File: src/rtl/spi_frame_writer.sv
// spi_frame_writer: groups bytes from the SPI slave receiver into pixels and
// writes them into the back half of a double-buffered framebuffer. At the end
// of a transfer it requests a buffer flip, which is committed on the next vsync.
module spi_frame_writer #(
  parameter int WIDTH     = 32,
  parameter int HEIGHT    = 16,
  parameter int BPP_BYTES = 3,
  parameter int PIX_BITS  = 9
) (
  input  logic                   clk,
  input  logic                   rst,
  input  logic [7:0]             data,
  input  logic                   valid,
  input  logic                   sot,
  input  logic                   eot,
  input  logic                   vsync,
  output logic                   wr_en,
  output logic [PIX_BITS:0]      wr_addr,
  output logic [8*BPP_BYTES-1:0] wr_data,
  output logic                   front_sel,
  output logic                   flip,
  output logic                   busy,
  output logic                   overflow
);

  localparam int NPIX     = WIDTH * HEIGHT;
  localparam int CNT_BITS = PIX_BITS + 1;
  localparam int PW       = 8 * BPP_BYTES;

  // The pixel counter is one bit wider than the address so it can hold
  // WIDTH*HEIGHT itself, which is the saturated "frame full" value.
  localparam logic [CNT_BITS-1:0] NPIX_C    = CNT_BITS'(NPIX);
  localparam logic [1:0]          LAST_BYTE = 2'(BPP_BYTES - 1);

  typedef enum logic [1:0] {
    IDLE,
    RECV,
    FLIP_PEND
  } state_t;

  state_t                state_q, state_d;
  logic [CNT_BITS-1:0]   pix_cnt_q, pix_cnt_d;
  logic [1:0]            byte_idx_q, byte_idx_d;
  logic [PW-1:0]         shift_q, shift_d;
  logic                  eot_q, eot_d;
  logic                  front_sel_q, front_sel_d;
  logic                  wr_en_q, wr_en_d;
  logic [PIX_BITS:0]     wr_addr_q, wr_addr_d;
  logic [PW-1:0]         wr_data_q, wr_data_d;
  logic                  flip_q, flip_d;
  logic                  overflow_q, overflow_d;

  logic                  take_byte;
  logic                  restart;
  logic                  eot_rise;
  logic [CNT_BITS-1:0]   cur_pix;
  logic [1:0]            cur_byte;
  logic [PW-1:0]         cur_shift;
  logic [PW+7:0]         shift_ext;
  logic [PW-1:0]         assembled;

  // Next-state logic: byte acceptance, pixel completion, eot handling and flip commit
  always_comb begin
    state_d     = state_q;
    pix_cnt_d   = pix_cnt_q;
    byte_idx_d  = byte_idx_q;
    shift_d     = shift_q;
    eot_d       = eot;
    front_sel_d = front_sel_q;
    wr_en_d     = 1'b0;
    wr_addr_d   = wr_addr_q;
    wr_data_d   = wr_data_q;
    flip_d      = 1'b0;
    overflow_d  = overflow_q;
    take_byte   = 1'b0;
    restart     = 1'b0;
    eot_rise    = eot & ~eot_q;
    cur_pix     = pix_cnt_q;
    cur_byte    = byte_idx_q;
    cur_shift   = shift_q;
    shift_ext   = '0;
    assembled   = '0;

    case (state_q)
      IDLE: begin
        if (valid && sot) begin
          take_byte = 1'b1;
          restart   = 1'b1;
          state_d   = RECV;
        end
      end
      RECV: begin
        if (valid) begin
          take_byte = 1'b1;
          restart   = sot;
        end
      end
      FLIP_PEND: begin
        // Bytes arriving here belong to a transfer we cannot store; drop them.
        if (vsync) begin
          front_sel_d = ~front_sel_q;
          flip_d      = 1'b1;
          state_d     = IDLE;
        end
      end
      default: state_d = IDLE;
    endcase

    // A start-of-transfer byte always begins pixel 0 from scratch.
    if (restart) begin
      cur_pix    = '0;
      cur_byte   = '0;
      cur_shift  = '0;
      overflow_d = 1'b0;
    end

    if (take_byte) begin
      shift_ext = {cur_shift, data};
      assembled = shift_ext[PW-1:0];
      shift_d   = assembled;
      pix_cnt_d = cur_pix;
      if (cur_byte == LAST_BYTE) begin
        byte_idx_d = '0;
        if (cur_pix == NPIX_C) begin
          overflow_d = 1'b1;
        end else begin
          wr_en_d   = 1'b1;
          wr_data_d = assembled;
          wr_addr_d = {~front_sel_q, cur_pix[PIX_BITS-1:0]};
          pix_cnt_d = cur_pix + CNT_BITS'(1);
        end
      end else begin
        byte_idx_d = cur_byte + 2'd1;
      end
    end

    // End of transfer: drop any partial pixel; only flip if something was written.
    if (state_q == RECV && eot_rise) begin
      byte_idx_d = '0;
      state_d    = (pix_cnt_d != '0) ? FLIP_PEND : IDLE;
    end
  end

  // State and output registers with asynchronous active-low reset
  always_ff @(posedge clk or negedge rst) begin
    if (!rst) begin
      state_q     <= IDLE;
      pix_cnt_q   <= '0;
      byte_idx_q  <= '0;
      shift_q     <= '0;
      eot_q       <= 1'b1;
      front_sel_q <= 1'b0;
      wr_en_q     <= 1'b0;
      wr_addr_q   <= '0;
      wr_data_q   <= '0;
      flip_q      <= 1'b0;
      overflow_q  <= 1'b0;
    end else begin
      state_q     <= state_d;
      pix_cnt_q   <= pix_cnt_d;
      byte_idx_q  <= byte_idx_d;
      shift_q     <= shift_d;
      eot_q       <= eot_d;
      front_sel_q <= front_sel_d;
      wr_en_q     <= wr_en_d;
      wr_addr_q   <= wr_addr_d;
      wr_data_q   <= wr_data_d;
      flip_q      <= flip_d;
      overflow_q  <= overflow_d;
    end
  end

  assign wr_en     = wr_en_q;
  assign wr_addr   = wr_addr_q;
  assign wr_data   = wr_data_q;
  assign front_sel = front_sel_q;
  assign flip      = flip_q;
  assign busy      = (state_q == FLIP_PEND);
  assign overflow  = overflow_q;

endmodule

File: config.mk
export PLATFORM = sky130hd
export DESIGN_NAME = spi_frame_writer
export DESIGN_NICKNAME = d
export VERILOG_FILES = /design/src/rtl/spi_frame_writer.sv
export SDC_FILE = /design/constraint.sdc
export NUM_CORES = 1
export LEC_CHECK = 0
export ABC_AREA = 1
export BUFFER_PORTS_ARGS = -buffer_cell sky130_fd_sc_hd__buf_2
export CORE_MARGIN = 2
export CORE_UTILIZATION = 35
export DETAILED_ROUTE_END_ITERATION = 10
export GPL_TIMING_DRIVEN = 0
export PLACE_DENSITY = 0.63
export SLEW_MARGIN = 20
export SYNTH_ARGS = -nofsm -noshare
export SYNTH_HDL_FRONTEND = slang
export SYNTH_SLANG_ARGS = --single-unit
File: constraint.sdc
create_clock -name clk -period 5.62 [get_ports clk]
set_clock_uncertainty 0.15 [all_clocks]
set_input_delay 0.562 -clock clk [delete_from_list [all_inputs] [get_ports clk]]
set_output_delay 0.562 -clock clk [all_outputs]
set_load 0.05 [all_outputs]
After elaboration in Yosys (flattened, before gate mapping)
Index checks and enable logic that the tools add are counted.

Flip-flop bits (word level): 69. Bits of input ports: 14. Output and inout bits: 39. Word-level logic and storage cells: 60.

Add/sub/neg operators: 2. Equality and inequality tests: 7. Mux-type cells: 28. Bitwise gates (word level): 4. Reductions and logical operators: 8.

Operator list (count): $mux 10 (4); $mux 16 (1); $mux 2 (8); $mux 1 (12); $add 10x1->10 const B (1); $eq 10x10->1 const B (1); $reduce_bool 10->1 (1); $pmux 2 s3 (1); $reduce_and 3->1 (2); $eq 2x2->1 const B (2); $pmux 1 s2 (2); $ne 3x2->1 const B (1); $ne 3x3->1 const B (1); $not 1->1 (3); $add 2x1->2 const B (1); $eq 2x1->1 const B (1); $logic_and 1x1->1 (2); $logic_not 2->1 (1); $ne 2x1->1 const B (1); $reduce_and 2->1 (1); $reduce_bool 2->1 (1); $and 1x1->1 (1).

Logic depth before layout (Yosys ltp)
Gate-level depths: netlist (run 1).

Depth in word-level cells: 11. Gate-level depth with buffers: 20. Depth with buffers taken out: 18.

Worst setup path before layout (run 1)
No wires, ideal clock.

Path type: input-to-reg. From: input sot. To: register state_q[1]. Setup time: 117 ps. Arrival time: 2126 ps. Required time: 5353 ps. Setup slack: 3226 ps. Cell stages on the path: 19. Buffers on the path: 2. Cells stage by stage: nand3_2 buf_12 buf_8 nand2_1 inv_1 ha_1 nand2_1 inv_1 nand3_1 nor2_4 nand2_1 nand2_1 nand2_1 a21oi_2 nand3_1 nor2_1 nand3_1 nand2_1 nand2_1.

Longest elaborated chain between the ends: 11. Elaborated cells between the ends (all ways): 18. Classes of those cells: add/sub (1); eq/ne (3); mux (11); reduce/logical (3).

Ends and longest elaborated chain: start, declared (line 14) `input logic sot,`; $logic_and 1x1->1 (line 86) `if (valid && sot) begin`; $mux 1 (line 86); $pmux 1 s2 * (line 84) `case (state_q)`; $mux 10 * (line 110) `if (restart) begin`; net cur_pix[0] (line 56) `logic [CNT_BITS-1:0] cur_pix;`; $add 10x1->10 or $eq 10x10->1 (tied branches) (line 130, 124); $mux 10 (line 124) `if (cur_pix == NPIX_C) begin`; $mux 10 * (line 122) `if (cur_byte == LAST_BYTE) begin`; $mux 10 * (line 117) `if (take_byte) begin`; $reduce_bool 10->1 * (line 140) `state_d = (pix_cnt_d != '0) ? FLIP_PEND : IDLE;`; $mux 2 * (line 140); $mux 2 * (line 138) `if (state_q == RECV && eot_rise) begin`; end signal, assigned (line 159) `state_q <= state_d;`; end, declared (line 41) `state_t state_q, state_d;`.

Mark *: on every way through the listed nets, which the timed path passes. The rest lies on a longest branch. A chain may end at the register's enable or synchronous reset.

Worst setup path after layout (run 1)
From: register state_q[1]. To: register state_q[1].

Longest elaborated chain between the ends: 10. Elaborated cells between the ends (all ways): 22. Classes of those cells: add/sub (1); eq/ne (7); mux (10); reduce/logical (4).

Ends and longest elaborated chain (line): $eq 2x1->1 or $logic_not 2->1 (tied branches) (84); $pmux 1 s2 * (84); $mux 10 * (110); net cur_pix[0] (56); $add 10x1->10 or $eq 10x10->1 (tied branches) (130, 124); $mux 10 (124); $mux 10 * (122); $mux 10 * (117); $reduce_bool 10->1 * (140); $mux 2 * (140); $mux 2 * (138).

Marks and branches as above.

==> impl_metrics.env, run 1 <==
export IMPL_status="completed"
export IMPL_gp_congestion=0.878
export IMPL_max_cap_violations=0
export IMPL_cp_max_fo=10
export IMPL_grt_overflow_total=0
export IMPL_fin_nets=461
export IMPL_yosys_area_top_type="dfrtp_1"
export IMPL_drive_gt1_share_pct=21.3
export IMPL_rsz0062_at_grt="false"
export IMPL_final_util_pct=43.1
export IMPL_slew_headroom_pct=67.6
export IMPL_antenna_found_initial=0
export IMPL_finalSetupTns_ns=0
export IMPL_synthTopCellsByArea="dfrtp_1, nand2_1, inv_1"
export IMPL_vias=2702
export IMPL_path_class="reg2reg"
export IMPL_worst_path_most_repeated_cell="nand2_1"
export IMPL_max_stage_delay_ns=0.39
export IMPL_fmaxAchievable_mhz=386
export IMPL_place_hpwl_um=5420
export IMPL_synthCells=380
export IMPL_grt_pass1_vias=2658
export IMPL_grt_use_met2_pct=26.3
export IMPL_grt_pass1_wl_um=12700
export IMPL_syn_avg_cell_area_sq_um=8.38
export IMPL_synth_nets=396
export IMPL_htreeDepth=3
export IMPL_area_growth_pct=18.7
export IMPL_finalCritPeriodShare_pct=46.1
export IMPL_grt_util_met1_pct=20.8
export IMPL_core_region_area_sq_um=8760
export IMPL_synth_seq_area_share_pct=54.2
export IMPL_drcViolationCount=0
export IMPL_die_w_um=99.4
export IMPL_dieArea_sq_um=9880
export IMPL_post_cts_buffers=0
export IMPL_vias_per_cell=4.84
export IMPL_whs_ns=0.163
export IMPL_synth_warnings=0
export IMPL_syn_cell_area_sq_um=3190
export IMPL_placed_cells=541
export IMPL_antenna_cells=0
export IMPL_cp_arrival_ns=2.69
export IMPL_clockRootBuffer="clkbuf_8"
export IMPL_clock_sinks=69
export IMPL_synth_common_cells="nand2_1, dfrtp_1, inv_1"
export IMPL_critPathBufInv=5
export IMPL_fp_row_count=34
export IMPL_worst_pin_slew_ns=0.486
export IMPL_initial_core_util_pct=36.4
export IMPL_grt_total_usage_pct=16.2
export IMPL_port_buffer_count=52
export IMPL_synth_top_area_share_pct=53.4
export IMPL_period_minus_slack_ns=2.59
export IMPL_die_h_um=99.4
export IMPL_p_seq_share_pct=37.9
export IMPL_wirelength_um=7410
export IMPL_async_flop_share_pct=100
export IMPL_ant_nets=0
export IMPL_grt_busiest_layer="met2"
export IMPL_power_switching_mw=0.933
export IMPL_hp_class="in2reg"
export IMPL_pwr_share_comb_pct=44.4
export IMPL_cp_cell_sequence="inv_2, nand3_2, buf_12, buf_8, nand2_1, inv_1, ha_1, nand2_1, inv_1, nand3_1, nor2_4, nand2_1, nand2_1, nand2_1, a21oi_2, nand3_1, nor2_1, nand3_1, nand2_1, nand2_1"
export IMPL_critPathTopFamily="simple AND/OR/NAND/NOR gates"
export IMPL_drt_iter0_markers=118
export IMPL_drt_pass1_iter_count=4
export IMPL_worstPathRequired_ns=5.72
export IMPL_clockBufferDepth=2
export IMPL_io_pins=53
export IMPL_clkTransAtPathRegs_ns=0.08
export IMPL_fin_cells=558
export IMPL_synth_seq_cells=69
export IMPL_cp_end_kind="flip-flop"
export IMPL_hold_viol=0
export IMPL_clock_latency_ns=0.35
export IMPL_wl_per_cell_um=13.3
export IMPL_grt_max_degree=44
export IMPL_yosysUniqueCellTypes=33
export IMPL_fill_cells=893
export IMPL_tritoncts_num_buffers=9
export IMPL_power_leakage_nw=2.07
export IMPL_yosysMostFrequentCell="nand2_1"
export IMPL_cts_tree="done"
export IMPL_ff_latch_area_sq_um=1730
export IMPL_startpoint_type="flip-flop"
export IMPL_netSwitchingFraction_pct=47.0
export IMPL_ys_flop_type="dfrtp_1"
export IMPL_multi_input_area_sq_um=1170
export IMPL_power_density_nw_per_um2=524
export IMPL_maxSlewViolCount=0
export IMPL_ir_drop_mv=0.333
export IMPL_worst_path_max_delay_cell="dfrtp_1"
export IMPL_setup_viol=0
export IMPL_p_int_mw=1.05
export IMPL_gr_usage_met3_pct=4.57
export IMPL_synth_edf_count=0
export IMPL_p_clk_share_pct=17.7
[cell usage in the layout (no fill, tap or decap), drive strengths merged, types with 7 or more instances in the layout]
master / synthesis / final
buf: 11 / 64
clkbuf: 5 / 15
dfrtp: 68 / 68
inv: 48 / 48
nand2: 137 / 137
nand3: 25 / 25
nand4: 7 / 7
nor2: 31 / 31
o21ai: 27 / 27
o31ai: 10 / 10
[final timing paths]
kind | cells past startpoint | from | slack, ns | end
max | 20 | state_q[1]$_DFFE_PN0P_ | 3.03 | state_q[1]$_DFFE_PN0P_
max reg2reg | 20 | state_q[1]$_DFFE_PN0P_ | 3.03 | state_q[1]$_DFFE_PN0P_
min | 1 | eot | 0.16 | eot_q$_DFF_PN1_
min in group asynchronous | 2 | rst | 0.52 | wr_addr[9]$_DFFE_PN0P_
max in group asynchronous | 3 | rst | 4.25 | shift_q[1]$_DFFE_PN0P_
min reg2reg | 2 | wr_data[2]$_DFFE_PN0P_ | 0.33 | wr_data[2]$_DFFE_PN0P_
[cells by family (layout without fill, tap and decap cells)]
family,after synthesis,count (layout),share of synthesized area [%]
buf+inv,64,134,9.03
flops,69,69,54.2
fa+ha+maj,2,2,0.785
compound gates,43,43,7.97
simple gates,201,201,27.7
xor+xnor,1,1,0.275
[final cells by class]
class / count / share of cell area, %
inverters: 48 / 4.90
clock inverters: 6 / 1.06
plain buffers: 16 / 2.71
flip-flops and latches: 69 / 45.7
multi-input cells: 247 / 30.9
well taps: 108 / 3.57
repair buffers: 54 / 7.74
clock buffers: 10 / 3.38
[power groups by stage]
stage                     clock network [mW]  registers (mW)  logic (mW)
after floorplan                            0            1.05       0.371
after global placement                     0           0.754       0.873
after detailed placement                   0           0.760       0.887
after CTS                              0.362           0.753       0.890
after global routing                   0.382           0.772       0.967
final                                  0.350           0.751       0.881
[registers in the layout, indices dropped and copies added, names as in the netlist, 2 cells and up]
register / flops
state_q: 2
wr_addr: 10
shift_q: 16
byte_idx_q: 2
pix_cnt_q: 10
wr_data: 24
[stage by stage]
stage / power [mW] / area [sq um] / setup slack [ns]
after CTS: 2.01 / 3780 / 3.01
after global placement: 1.63 / 3580 / 2.79
after detailed placement: 1.65 / 3600 / 2.77
after floorplan: 1.42 / 3190 / 3.23
after global routing: 2.12 / 3780 / 2.80
final: 1.98 / 3780 / 3.03
[layer usage]
layer	wire (um)	up-vias
li1	-	1324
met1	3230	1278
met2	3570	85
met3	478	15
met4	127	0
met5	0	-
[timing repair]
action,CTS,global route
resized for setup,0,0
endpoints found under the setup margin,0,0
hold buffers,1,0
hold endpoints to repair,25,0
Power figures use the tool's default switching activity.
==> inputs of run 2 (changes only) <==
==> constraint.sdc (replaced) <==
create_clock -name clk -period 2.5 [get_ports clk]
set_clock_uncertainty 0.15 [all_clocks]
set_input_delay 0.25 -clock clk [delete_from_list [all_inputs] [get_ports clk]]
set_output_delay 0.25 -clock clk [all_outputs]
set_load 0.05 [all_outputs]
==> run 2 against run 1 <==
  * Cell area up 4.4%
  * Sequential share of layout area down 1.9 points
  * Final cell count up 2.5%
  * Register-to-register slack worse by 2.9 ns
  * Via count up 1.9%
  * Critical path depth down 1
==> impl_metrics.env, run 2 (same netlist as run 1, synthesis figures left out) <==
export IMPL_status="completed"
export IMPL_power_switching_mw=2.14
export IMPL_vias_per_cell=4.81
export IMPL_crit_start="state_q[1]$_DFFE_PN0P_"
export IMPL_reg2reg_depth=19
export IMPL_ant_nets=0
export IMPL_htreeDepth=3
export IMPL_wl_per_cell_um=13.5
export IMPL_core_region_area_sq_um=8760
export IMPL_power_density_nw_per_um2=1150
export IMPL_dieArea_sq_um=9880
export IMPL_path_class="reg2reg"
export IMPL_fin_nets=475
export IMPL_slew_headroom_pct=68.1
export IMPL_antenna_found_initial=0
export IMPL_cp_endpoint="state_q[1]$_DFFE_PN0P_"
export IMPL_grt_total_usage_pct=16.4
export IMPL_p_int_mw=2.40
export IMPL_vias=2753
export IMPL_final_util_pct=45.0
export IMPL_tritoncts_num_buffers=9
export IMPL_cp_end_kind="flip-flop"
export IMPL_fill_cells=872
export IMPL_drive_gt1_share_pct=23.5
export IMPL_die_w_um=99.4
export IMPL_clock_sinks=69
export IMPL_power_leakage_nw=2.14
export IMPL_netSwitchingFraction_pct=47.2
export IMPL_p_seq_share_pct=37.3
export IMPL_maxSlewViolCount=0
export IMPL_drt_iter0_markers=102
export IMPL_area_growth_pct=23.9
export IMPL_max_stage_delay_ns=0.37
export IMPL_largest_reg_flops=24
export IMPL_period_minus_slack_ns=2.32
export IMPL_r2r_start="state_q[1]$_DFFE_PN0P_"
export IMPL_mostFrequentLayoutCells="nand2_1, dfrtp_1, buf_2, inv_1, nor2_1"
export IMPL_ir_drop_mv=0.748
export IMPL_initial_core_util_pct=36.4
export IMPL_place_hpwl_um=5420
export IMPL_clock_latency_ns=0.35
export IMPL_ff_latch_area_sq_um=1730
export IMPL_cp_arrival_ns=2.42
export IMPL_grt_pass1_vias=2704
export IMPL_cp_max_fo=7
export IMPL_grt_max_degree=44
export IMPL_hp_class="in2reg"
export IMPL_clockBufferDepth=2
export IMPL_antenna_cells=0
export IMPL_worst_path_most_repeated_cell="nand2_1"
export IMPL_finalCritPeriodShare_pct=92.8
export IMPL_io_pins=53
export IMPL_layout_setup_ws_ns=0.180
export IMPL_gp_congestion=0.878
export IMPL_drcViolationCount=0
export IMPL_rsz0062_at_grt="false"
export IMPL_setup_viol=0
export IMPL_worst_pin_slew_ns=0.478
export IMPL_max_cap_violations=0
export IMPL_worst_path_max_delay_cell="dfrtp_1"
export IMPL_cts_tree="done"
export IMPL_r2r_end="state_q[1]$_DFFE_PN0P_"
export IMPL_multi_input_area_sq_um=1210
export IMPL_r2r_slack_ns=0.18
export IMPL_dp_slack_ns=-0.0874
export IMPL_port_buffer_count=52
export IMPL_pwr_share_comb_pct=45.3
export IMPL_cp_cell_sequence="inv_2, nand3_4, buf_12, nand2_2, inv_2, ha_4, nand2_1, inv_1, nand3_2, nor2_4, nand2_1, nand2_1, nand2_1, a21oi_2, nand3_1, nor2_1, nand3_1, nand2_1, nand2_1"
export IMPL_grt_overflow_total=0
export IMPL_clkTransAtPathRegs_ns=0.08
export IMPL_die_h_um=99.4
export IMPL_stdcell_area_sq_um=3950
export IMPL_grt_pass1_wl_um=12900
export IMPL_drt_pass1_iter_count=4
export IMPL_fp_row_count=34
export IMPL_placed_area_sq_um=3600
export IMPL_final_common_cell="nand2_1"
export IMPL_worstPathRequired_ns=2.60
export IMPL_fmaxAchievable_mhz=431
export IMPL_startpoint_type="flip-flop"
export IMPL_hold_viol=0
export IMPL_clockRootBuffer="clkbuf_8"
export IMPL_wirelength_um=7750
export IMPL_p_clk_share_pct=17.4
## run 2: cell count changes in the layout (fill, tap and decap cells not counted), moves of 2 or more
cell,previous run,this run
buf_4,1,7
nand2_4,1,3
clkbuf_2,0,2
nand2_1,132,130
clkbuf_1,6,4
dlygate4sd3_1,1,10
## run 2: cell type report
type	instances	area share, %
Inverter	48	4.69
Clock inverter	6	1.01
Tap cell	108	3.42
Sequential cell	69	43.8
Multi-Input combinational cell	247	30.7
Clock buffer	10	3.23
Buffer	15	2.28
Timing Repair Buffer	69	10.8
## run 2: timing repair
action | in CTS | in global routing
endpoints found under the setup margin | 15 | 15
pin swaps | 2 | 4
gates resized for setup | 5 | 8
buffers inserted | 3 | 3
endpoints found under the hold margin | 42 | 0
hold buffers | 10 | 0
## run 2: power groups by stage
| stage | registers (mW) | logic [mW] | clock network [mW] |
|---|---|---|---|
| 6_report | 1.70 | 2.06 | 0.790 |
| 5_1_grt | 1.74 | 2.25 | 0.859 |
| 4_1_cts | 1.69 | 2.04 | 0.814 |
| 3_5_place_dp | 1.71 | 1.99 | 0 |
| 3_3_place_gp | 1.70 | 1.96 | 0 |
| 2_1_floorplan | 2.35 | 0.834 | 0 |
## run 2: critical path, delay by kind of cell, from the launching register on
kind / cells / cell delay, ns
compound gates: 1 / 0.16
buf+inv: 4 / 0.33
flops: 1 / 0.37
fa+ha+maj: 1 / 0.13
simple gates: 13 / 1.06
## run 2: metrics by stage
| stage | setup TNS (ns) | total power, mW | hold slack [ns] | std cells |
|---|---|---|---|---|
| after floorplan | 0 | 3.19 | -0.196 | 380 |
| after global placement | -0.495 | 3.66 | 0.218 | 540 |
| after detailed placement | -0.913 | 3.70 | 0.0451 | 541 |
| after global routing | 0 | 4.85 | 0.0230 | 572 |
| after CTS | 0 | 4.55 | 0.00506 | 570 |
| final | 0 | 4.55 | 0.00944 | 572 |
## run 2: layer usage
metal	track usage (%)	vias to the layer above	wire length [um]
met5	0	-	0
li1	-	1351	-
met4	5.90	0	125
met3	4.43	14	418
met2	27.1	71	3830
met1	20.8	1317	3380
## run 2: worst min-delay path by stage
stage	startpoint	end	slack, ns	cells past startpoint
finish	vsync	flip$_DFF_PN0_	0.009	3
global route	vsync	flip$_DFF_PN0_	0.02	3
CTS	vsync	flip$_DFF_PN0_	0.005	3
detailed placement	rst	wr_addr[9]$_DFFE_PN0P_	0.05	1
global placement	eot	eot_q$_DFF_PN1_	0.22	1
floorplan	rst	byte_idx_q[0]$_DFFE_PN0P_	-0.20	0
==> inputs of run 3 (changes only) <==
--- a/config.mk
+++ b/config.mk
@@ -11,7 +11,7 @@
 export CORE_UTILIZATION = 35
 export DETAILED_ROUTE_END_ITERATION = 10
 export GPL_TIMING_DRIVEN = 0
-export PLACE_DENSITY = 0.63
+export PLACE_DENSITY = 0.51
 export SLEW_MARGIN = 20
 export SYNTH_ARGS = -nofsm -noshare
 export SYNTH_HDL_FRONTEND = slang
==> run 3 against run 2 <==
  * Worst hold slack improved by 0.086 ns
  * Wire length increased by 1.9%
  * Clock-buffer cell count increased by 1
==> impl_metrics.env, run 3 (same netlist as run 1, synthesis figures left out) <==
export IMPL_cts_tree="done"
export IMPL_whs_ns=0.0957
export IMPL_final_common_cell="nand2_1"
export IMPL_drt_pass1_iter_count=4
export IMPL_grt_overflow_total=0
export IMPL_hp_class="in2reg"
export IMPL_fmaxAchievable_mhz=420
export IMPL_ant_nets=0
export IMPL_vias=2737
export IMPL_antenna_cells=0
export IMPL_port_buffer_count=52
export IMPL_area_growth_pct=27.2
export IMPL_max_cap_violations=0
export IMPL_clock_latency_ns=0.34
export IMPL_dieArea_sq_um=9880
export IMPL_mostFrequentLayoutCells="nand2_1, dfrtp_1, buf_2, inv_1, nor2_1"
export IMPL_period_minus_slack_ns=2.38
export IMPL_drt_iter0_markers=150
export IMPL_grt_pass1_vias=2680
export IMPL_fin_nets=481
export IMPL_core_region_area_sq_um=8760
export IMPL_grt_pass1_wl_um=13300
export IMPL_maxSlewViolCount=0
export IMPL_cp_end_kind="flip-flop"
export IMPL_grt_max_degree=45
export IMPL_vias_per_cell=4.74
export IMPL_die_h_um=99.4
export IMPL_fp_row_count=34
export IMPL_placed_cells=541
export IMPL_hold_viol=0
export IMPL_die_w_um=99.4
export IMPL_ir_drop_mv=0.517
export IMPL_slew_headroom_pct=64.2
export IMPL_finalCritPeriodShare_pct=95.3
export IMPL_io_pins=53
export IMPL_status="completed"
export IMPL_power_density_nw_per_um2=1150
export IMPL_drive_gt1_share_pct=24.9
export IMPL_cp_max_fo=7
export IMPL_fin_cells=578
export IMPL_clkTransAtPathRegs_ns=0.08
export IMPL_tritoncts_num_buffers=9
export IMPL_grt_total_usage_pct=17.1
export IMPL_startpoint_type="flip-flop"
export IMPL_power_leakage_nw=2.19
export IMPL_drcViolationCount=0
export IMPL_worstPathRequired_ns=2.59
export IMPL_antenna_found_initial=0
export IMPL_wl_per_cell_um=13.7
export IMPL_place_hpwl_um=5500
export IMPL_gp_congestion=0.864
export IMPL_fill_cells=914
export IMPL_layout_setup_ws_ns=0.117
export IMPL_clockBufferDepth=2
export IMPL_initial_core_util_pct=36.4
export IMPL_path_class="reg2reg"
export IMPL_wirelength_um=7900
export IMPL_clockRootBuffer="clkbuf_8"
export IMPL_setup_viol=0
export IMPL_clock_sinks=69
export IMPL_largest_reg_flops=24
export IMPL_dp_slack_ns=-0.0947
export IMPL_htreeDepth=3
export IMPL_cp_arrival_ns=2.48
export IMPL_worst_pin_slew_ns=0.537
[run 3: layout make-up]
| cell class | instances | area [sq um] | share of cell area (%) |
|---|---|---|---|
| clock inverter | 5 | 35.0 | 0.864 |
| inverter | 48 | 188 | 4.63 |
| sequential | 69 | 1730 | 42.6 |
| clock buffer | 11 | 151 | 3.74 |
| tap | 108 | 135 | 3.33 |
| timing repair buffer | 74 | 475 | 11.7 |
| buffer | 16 | 110 | 2.72 |
| multi-input combinational | 247 | 1230 | 30.3 |
[run 3: final timing paths]
path | from | to | slack (ns) | depth (start not counted)
max reg2reg | state_q[1]$_DFFE_PN0P_ | state_q[1]$_DFFE_PN0P_ | 0.12 | 20
max | state_q[1]$_DFFE_PN0P_ | state_q[1]$_DFFE_PN0P_ | 0.12 | 20
min in group asynchronous | rst | front_sel$_DFFE_PN0P_ | 0.21 | 2
min | sot | state_q[0]$_DFFE_PN0P_ | 0.1 | 3
min reg2reg | wr_addr[0]$_DFFE_PN0P_ | wr_addr[0]$_DFFE_PN0P_ | 0.33 | 2
max in group asynchronous | rst | pix_cnt_q[2]$_DFF_PN0_ | 1.44 | 3
[run 3: what timing repair did]
action / in CTS / in global routing
endpoints found under the setup margin: 15 / 35
gates cloned: 0 / 0
gates resized for setup: 7 / 11
hold buffers: 11 / 0
pin swaps: 2 / 6
buffers inserted: 2 / 8
endpoints found under the hold margin: 42 / 0
[run 3: per-stage QoR]
step           setup TNS (ns)  instance area [sq um]  power, mW  utilization [%]
4_1_cts                     0                   3950       4.62             45.0
3_5_place_dp            -1.08                   3610       3.71             41.2
5_1_grt               -0.0412                   4050       4.99             46.2
3_3_place_gp            -1.26                   3580       3.68             40.9
6_report                    0                   4050       4.66             46.2
2_1_floorplan               0                   3190       3.19                -
[run 3: where the power goes]
| part | leakage [nW] | switching [mW] | total [mW] | internal (mW) |
|---|---|---|---|---|
| clock | 0.0953 | 0.445 | 0.859 | 0.414 |
| combinational | 1.20 | 1.54 | 2.11 | 0.575 |
| sequential | 0.901 | 0.191 | 1.69 | 1.50 |
[run 3: critical path, stage by stage, from the launching register on]
cell and delay [ns]:
dfrtp_1 0.37, inv_2 0.06, nand3_4 0.07, buf_12 0.13
buf_12 0.11, nand2_4 0.07, inv_4 0.07, ha_4 0.13
nand2_1 0.05, inv_1 0.06, nand3_2 0.09, nor2_4 0.16
nand2_1 0.06, nand2_1 0.06, nand2_1 0.06, a21oi_2 0.16
nand3_1 0.09, nor2_1 0.13, nand3_1 0.09, nand2_1 0.06
nand2_1 0.04
[run 3: layer usage]
metal	routed length (um)	global-route usage (%)	vias to the layer above
li1	-	-	1363
met1	3560	22.2	1289
met2	3920	28.0	76
met3	318	3.16	9
met4	97	7.69	0
met5	0	0	-
